$ cat src/rtl/memory_cycle.sv
// MEM stage of the RV32I pipeline: sizes and aligns loads/stores onto a req/ready
// data bus, stalls upstream while an access is outstanding, and registers MEM/WB.
module memory_cycle #(
    parameter int MAX_WAIT = 255,
    parameter int CNT_W    = 8
) (
    input  logic        clk,
    input  logic        rst,
    input  logic        RegWriteM,
    input  logic        MemWriteM,
    input  logic [1:0]  ResultSrcM,
    input  logic [2:0]  Funct3M,
    input  logic [31:0] ALUResultM,
    input  logic [31:0] WriteDataM,
    input  logic [4:0]  RDM,
    input  logic [31:0] PCPlus4M,
    output logic        dmem_req,
    output logic        dmem_we,
    output logic [31:0] dmem_addr,
    output logic [31:0] dmem_wdata,
    output logic [3:0]  dmem_be,
    input  logic        dmem_ready,
    input  logic [31:0] dmem_rdata,
    output logic        StallM,
    output logic        MisalignM,
    output logic        BusErrM,
    output logic        RegWriteW,
    output logic [1:0]  ResultSrcW,
    output logic [4:0]  RDW,
    output logic [31:0] ALUResultW,
    output logic [31:0] ReadDataW,
    output logic [31:0] PCPlus4W
);

    typedef enum logic {S_IDLE, S_WAIT} state_t;

    state_t             state, nextState;
    logic [CNT_W-1:0]   waitCnt;
    logic               isLoad, isStore, isAccess, misalign, accessOk, timeout;
    logic [1:0]         offs;
    logic [3:0]         fmtBe;
    logic [31:0]        fmtWdata;
    logic               reqRaw, stallRaw, busErrRaw, misRaw;
    logic               latchWe_p0;
    logic [31:0]        latchAddr_p0, latchWdata_p0;
    logic [3:0]         latchBe_p0;

    function automatic logic [3:0] storeBe(input logic [2:0] f3, input logic [1:0] off);
        case (f3[1:0])
            2'b00:   storeBe = 4'b0001 << off;
            2'b01:   storeBe = 4'b0011 << off;
            default: storeBe = 4'b1111;
        endcase
    endfunction

    function automatic logic [31:0] storeData(input logic [2:0] f3, input logic [31:0] d);
        case (f3[1:0])
            2'b00:   storeData = {4{d[7:0]}};
            2'b01:   storeData = {2{d[15:0]}};
            default: storeData = d;
        endcase
    endfunction

    function automatic logic [31:0] loadExtract(input logic [2:0] f3, input logic [1:0] off,
                                                input logic [31:0] rdata);
        logic [31:0]        shifted;
        logic signed [7:0]  byteS;
        logic signed [15:0] halfS;
        logic signed [31:0] ext;
        shifted = rdata >> {off, 3'b000};
        byteS   = shifted[7:0];
        halfS   = shifted[15:0];
        case (f3[1:0])
            2'b00: begin
                ext = byteS;
                loadExtract = f3[2] ? {24'd0, shifted[7:0]} : ext;
            end
            2'b01: begin
                ext = halfS;
                loadExtract = f3[2] ? {16'd0, shifted[15:0]} : ext;
            end
            default: loadExtract = rdata;
        endcase
    endfunction

    assign offs     = ALUResultM[1:0];
    assign isLoad   = RegWriteM && (ResultSrcM == 2'b01);
    assign isStore  = MemWriteM;
    assign isAccess = isLoad || isStore;
    assign misalign = isAccess && (((Funct3M[1:0] == 2'b01) && offs[0]) ||
                                   ((Funct3M[1:0] == 2'b10) && (offs != 2'b00)));
    assign accessOk = isAccess && !misalign;
    assign timeout  = (MAX_WAIT != 0) && (waitCnt == CNT_W'(MAX_WAIT));
    assign fmtBe    = isStore ? storeBe(Funct3M, offs) : 4'b1111;
    assign fmtWdata = storeData(Funct3M, WriteDataM);

    always_ff @(posedge clk or negedge rst) begin
        if (!rst) state <= S_IDLE;
        else      state <= nextState;
    end

    always_comb begin
        nextState = state;
        case (state)
            S_IDLE:  if (accessOk && !dmem_ready) nextState = S_WAIT;
            S_WAIT:  if (dmem_ready || timeout)   nextState = S_IDLE;
            default: nextState = S_IDLE;
        endcase
    end

    always_comb begin
        reqRaw     = 1'b0;
        stallRaw   = 1'b0;
        busErrRaw  = 1'b0;
        misRaw     = 1'b0;
        dmem_we    = isStore;
        dmem_addr  = {ALUResultM[31:2], 2'b00};
        dmem_be    = fmtBe;
        dmem_wdata = fmtWdata;
        case (state)
            S_IDLE: begin
                reqRaw   = accessOk;
                stallRaw = accessOk && !dmem_ready;
                misRaw   = misalign;
            end
            S_WAIT: begin
                dmem_we    = latchWe_p0;
                dmem_addr  = latchAddr_p0;
                dmem_be    = latchBe_p0;
                dmem_wdata = latchWdata_p0;
                if (dmem_ready) begin
                    reqRaw = 1'b1;
                end else if (timeout) begin
                    busErrRaw = 1'b1;
                end else begin
                    reqRaw   = 1'b1;
                    stallRaw = 1'b1;
                end
            end
            default: ;
        endcase
    end

    // Handshake outputs are killed combinationally for the whole reset window
    assign dmem_req  = reqRaw && rst;
    assign StallM    = stallRaw && rst;
    assign MisalignM = misRaw && rst;
    assign BusErrM   = busErrRaw && rst;

    always_ff @(posedge clk or negedge rst) begin
        if (!rst) begin
            waitCnt <= '0;
        end else if (state == S_IDLE && accessOk && !dmem_ready) begin
            waitCnt <= CNT_W'(1);
        end else if (state == S_WAIT && !dmem_ready && !timeout) begin
            waitCnt <= waitCnt + CNT_W'(1);
        end else if (nextState == S_IDLE) begin
            waitCnt <= '0;
        end
    end

    // Bus-field hold registers, captured when an access enters WAIT
    always_ff @(posedge clk) begin
        if (state == S_IDLE && accessOk && !dmem_ready) begin
            latchWe_p0    <= isStore;
            latchAddr_p0  <= {ALUResultM[31:2], 2'b00};
            latchBe_p0    <= fmtBe;
            latchWdata_p0 <= fmtWdata;
        end
    end

    // MEM/WB boundary: stalled edges insert a bubble so WB retires each instruction once
    always_ff @(posedge clk or negedge rst) begin
        if (!rst) begin
            RegWriteW  <= 1'b0;
            ResultSrcW <= 2'b00;
            RDW        <= 5'd0;
            ALUResultW <= 32'd0;
            ReadDataW  <= 32'd0;
            PCPlus4W   <= 32'd0;
        end else if (!StallM) begin
            RegWriteW  <= RegWriteM && !MisalignM && !BusErrM;
            ResultSrcW <= ResultSrcM;
            RDW        <= RDM;
            ALUResultW <= ALUResultM;
            ReadDataW  <= loadExtract(Funct3M, offs, dmem_rdata);
            PCPlus4W   <= PCPlus4M;
        end else begin
            RegWriteW  <= 1'b0;
            ResultSrcW <= 2'b00;
            RDW        <= 5'd0;
        end
    end

endmodule

$ cat config.mk
export PLATFORM = sky130hd
export DESIGN_NAME = memory_cycle
export DESIGN_NICKNAME = d
export VERILOG_FILES = /design/src/rtl/memory_cycle.sv
export SDC_FILE = /design/constraint.sdc
export NUM_CORES = 1
export LEC_CHECK = 0
export CORE_UTILIZATION = 40
export CTS_CLUSTER_SIZE = 25
export DETAILED_ROUTE_END_ITERATION = 10
export PLACE_DENSITY_LB_ADDON = 0.2
export SLEW_MARGIN = 30
export SYNTH_ARGS = -nofsm -noshare
export SYNTH_HDL_FRONTEND = slang
export SYNTH_SLANG_ARGS = --single-unit
$ cat constraint.sdc
create_clock -name clk -period 2.7 [get_ports clk]
set_input_delay 0.54 -clock clk [delete_from_list [all_inputs] [get_ports clk]]
set_output_delay 0.54 -clock clk [all_outputs]
set_load 0.03 [all_outputs]
==> impl_metrics.json <==
{
  "cp_num_cells": 3,
  "fin_tns_setup_ns": 0,
  "synth_edf_count": 67,
  "syn_area_um2": 8480,
  "fin_skew_ns": 0.0102,
  "antenna_found_initial": 1,
  "rows": 52,
  "period_share_pct": 98.1,
  "hold_depth": 1,
  "hold_violations": 0,
  "slew_violations": 0,
  "max_cap_violations": 0,
  "hold_slack_ns": 0.505,
  "cts_made_buffers": 17,
  "overflow": 0,
  "die_height_um": 148,
  "final_common_cell": "clkdlybuf4s50_1",
  "crit_path_end_kind": "primary output",
  "p_leak_nw": 5.47,
  "fin_area_um2": 12900,
  "worstSetupStartpointType": "flop",
  "post-synth-top-area-cell": "dfrtp_1",
  "cp_top_family": "buffers and inverters",
  "clk_path_buf_depth": 2,
  "firstDrtPassIters": 7,
  "clock_latency_ns": 0.43,
  "cp_num_buf_inv": 2,
  "grt_pass1_vias": 6491,
  "synth_top_area_share_pct": 33.4,
  "layout_min_cycle_time_ns": 2.65,
  "tightest_slew_ns": 0.758,
  "hp-class": "flop to flop",
  "fin_nets": 1106,
  "dpl.hpwl_um": 16600,
  "arrival_ns": 2.11,
  "fmax_mhz": 378,
  "worstPathMaxFanout": 48,
  "postRouteAntennaNets": 0,
  "grt_max_degree": 58,
  "status": "finished clean",
  "setup_viol": 0,
  "die_area_um2": 21800,
  "slew_headroom_pct": 49.5,
  "core_um2": 20500,
  "syn_inst": 624,
  "reg2regPathDepth": 8,
  "clkSinkCount": 180,
  "synth_cell_types": 46,
  "vias": 6344,
  "rsz0062_at_grt": "false",
  "io_pins": 320,
  "ys_top_cells_by_area": "dfrtp_1 33%, edfxtp_1 24%, mux2_2 17%, mux2i_1 3.8%, mux2_4 3.7%",
  "ys_warn_count": 0,
  "io_buffers": 317,
  "ys_seq_elements": 180,
  "detailedRoute.firstIterationViolations": 243,
  "drcViolationCount": 0,
  "avgRoutedWirePerCell_um": 18.5,
  "place.gp.congestion": 0.833,
  "power.density_nw_per_um2": 633,
  "cts_max_level": 4,
  "cts_tree": "yes",
  "peakVddDrop_uv": 419,
  "syn_to_final_growth_pct": 51.7,
  "initial_core_util_pct": 41.4,
  "slowest_stage": "clkdlybuf4s50_1",
  "vias_per_cell": 5.09,
  "dominantRegCellSynth": "dfrtp_1",
  "slowest_delay_ns": 0.59,
  "cp.required_ns": 2.16,
  "r2r_slack_ns": 0.40,
  "drive_gt1_share_pct": 27.1,
  "crit_chain": "buf_12, mux2_2, clkdlybuf4s50_1",
  "crit_type": "flop to primary output",
  "synthArstFlopShare_pct": 62.8,
  "grt_first_pass_wirelength_um": 36000,
  "ys_seq_area_share_pct": 57.1,
  "clock-root-buffer": "clkbuf_16",
  "path_clk_slew_ns": 0.08,
  "dpl_cell_area_um2": 12200,
  "grt_usage_pct": 21.4,
  "fin_util_pct": 62.8,
  "drt_wl_total_um": 23000,
  "avgSynthCellArea_um2": 13.6,
  "die_w_um": 148,
  "final_cell_mix": "268 x clkdlybuf4s50_1, 127 x mux2_2, 112 x dfrtp_1"
}
==> worst reg2reg max path: cells and delay by family, from the launching register on <==
family | cells | cell delay, ns
buffers and inverters | 4 | 0.81
flip-flops | 1 | 0.50
AO/OA/AOI/OAI | 2 | 0.35
multiplexers | 1 | 0.34
AND/OR/NAND/NOR | 1 | 0.17
==> synth_stat cells (7+ instances only) <==
cell and count:
mux2_2 127, dfrtp_1 113, edfxtp_1 67, nand2_1 55, mux2i_1 32, inv_1 27
mux2_4 21, o21ai_0 16, o32a_1 16, nor2_1 15, o22ai_1 14, clkbuf_1 13
buf_4 10, buf_1 9, and2_1 8, nand2b_1 8, a221oi_1 7, a2bb2oi_1 7
buf_2 7
==> routing by layer <==
metal	vias to the layer above	wire [µm]	share of wire [%]	GRT usage, %
met2	247	10700	46	33.8
li1	2962	-	-	-
met4	0	454	2.0	7.58
met1	3110	9890	43	27.3
met3	25	2040	8.8	7.41
met5	-	0	0	0
==> logic make-up (layout without fill, tap and decap cells) <==
logic type / Yosys count / count (layout) / synth area share [%]
compound gates: 77 / 77 / 7.13
xor+xnor: 7 / 7 / 0.723
fa+ha+maj: 1 / 1 / 0.148
buf+inv: 71 / 421 / 4.22
flops: 180 / 180 / 57.1
mux: 182 / 182 / 24.8
other cells: 1 / 3 / 0.0442
simple gates: 105 / 105 / 5.87
==> metrics by stage <==
step | power [mW] | setup slack [ns] | std cells
3_3_place_gp | 5.65 | -0.397 | 1209
5_1_grt | 8.47 | 0.00345 | 1246
6_report | 8.14 | 0.0514 | 1246
3_5_place_dp | 5.67 | -0.363 | 1209
4_1_cts | 8.23 | 0.00000266 | 1244
2_1_floorplan | 4.56 | 0.0982 | 625
==> layout make-up <==
cell class / count / area (µm²)
antenna: 1 / 2.50
clock buffer: 21 / 503
clock inverter: 11 / 121
fill: 1687 / 7630
inverter: 27 / 105
multi-input combinational: 374 / 3300
sequential: 180 / 4840
tap: 270 / 338
timing repair buffer: 362 / 3650
==> registers in the layout (all words and copies together), names as in the netlist <==
name           flops
ALUResultW        32
PCPlus4W          32
RDW                5
ReadDataW         32
RegWriteW          1
ResultSrcW         2
latchAddr_p0      30
latchBe_p0         4
latchWdata_p0     32
latchWe_p0         1
state              1
waitCnt            8
==> power by group <==
part / internal [mW] / switching, mW
clock: 1.39 / 1.17
sequential: 3.08 / 0.109
combinational: 1.12 / 1.26
total: 5.60 / 2.54
==> timing repair <==
item	CTS	global route
pin swaps	2	1
buffers inserted	2	1
hold buffers	1	0
resized for setup	70	17
setup endpoints to repair	23	26
hold endpoints to repair	5	0
==> final timing paths <==
| kind | to | from |
|---|---|---|
| setup / recovery | dmem_addr[3] | state |
| hold / removal | ReadDataW[27] | ReadDataW[27] |
| setup reg to reg | ALUResultW[22] | state |
| hold reg to reg | ReadDataW[27] | ReadDataW[27] |
| max in group asynchronous | ALUResultW[23] | rst |
| min in group asynchronous | state | rst |
Power figures use the tool's default switching activity.
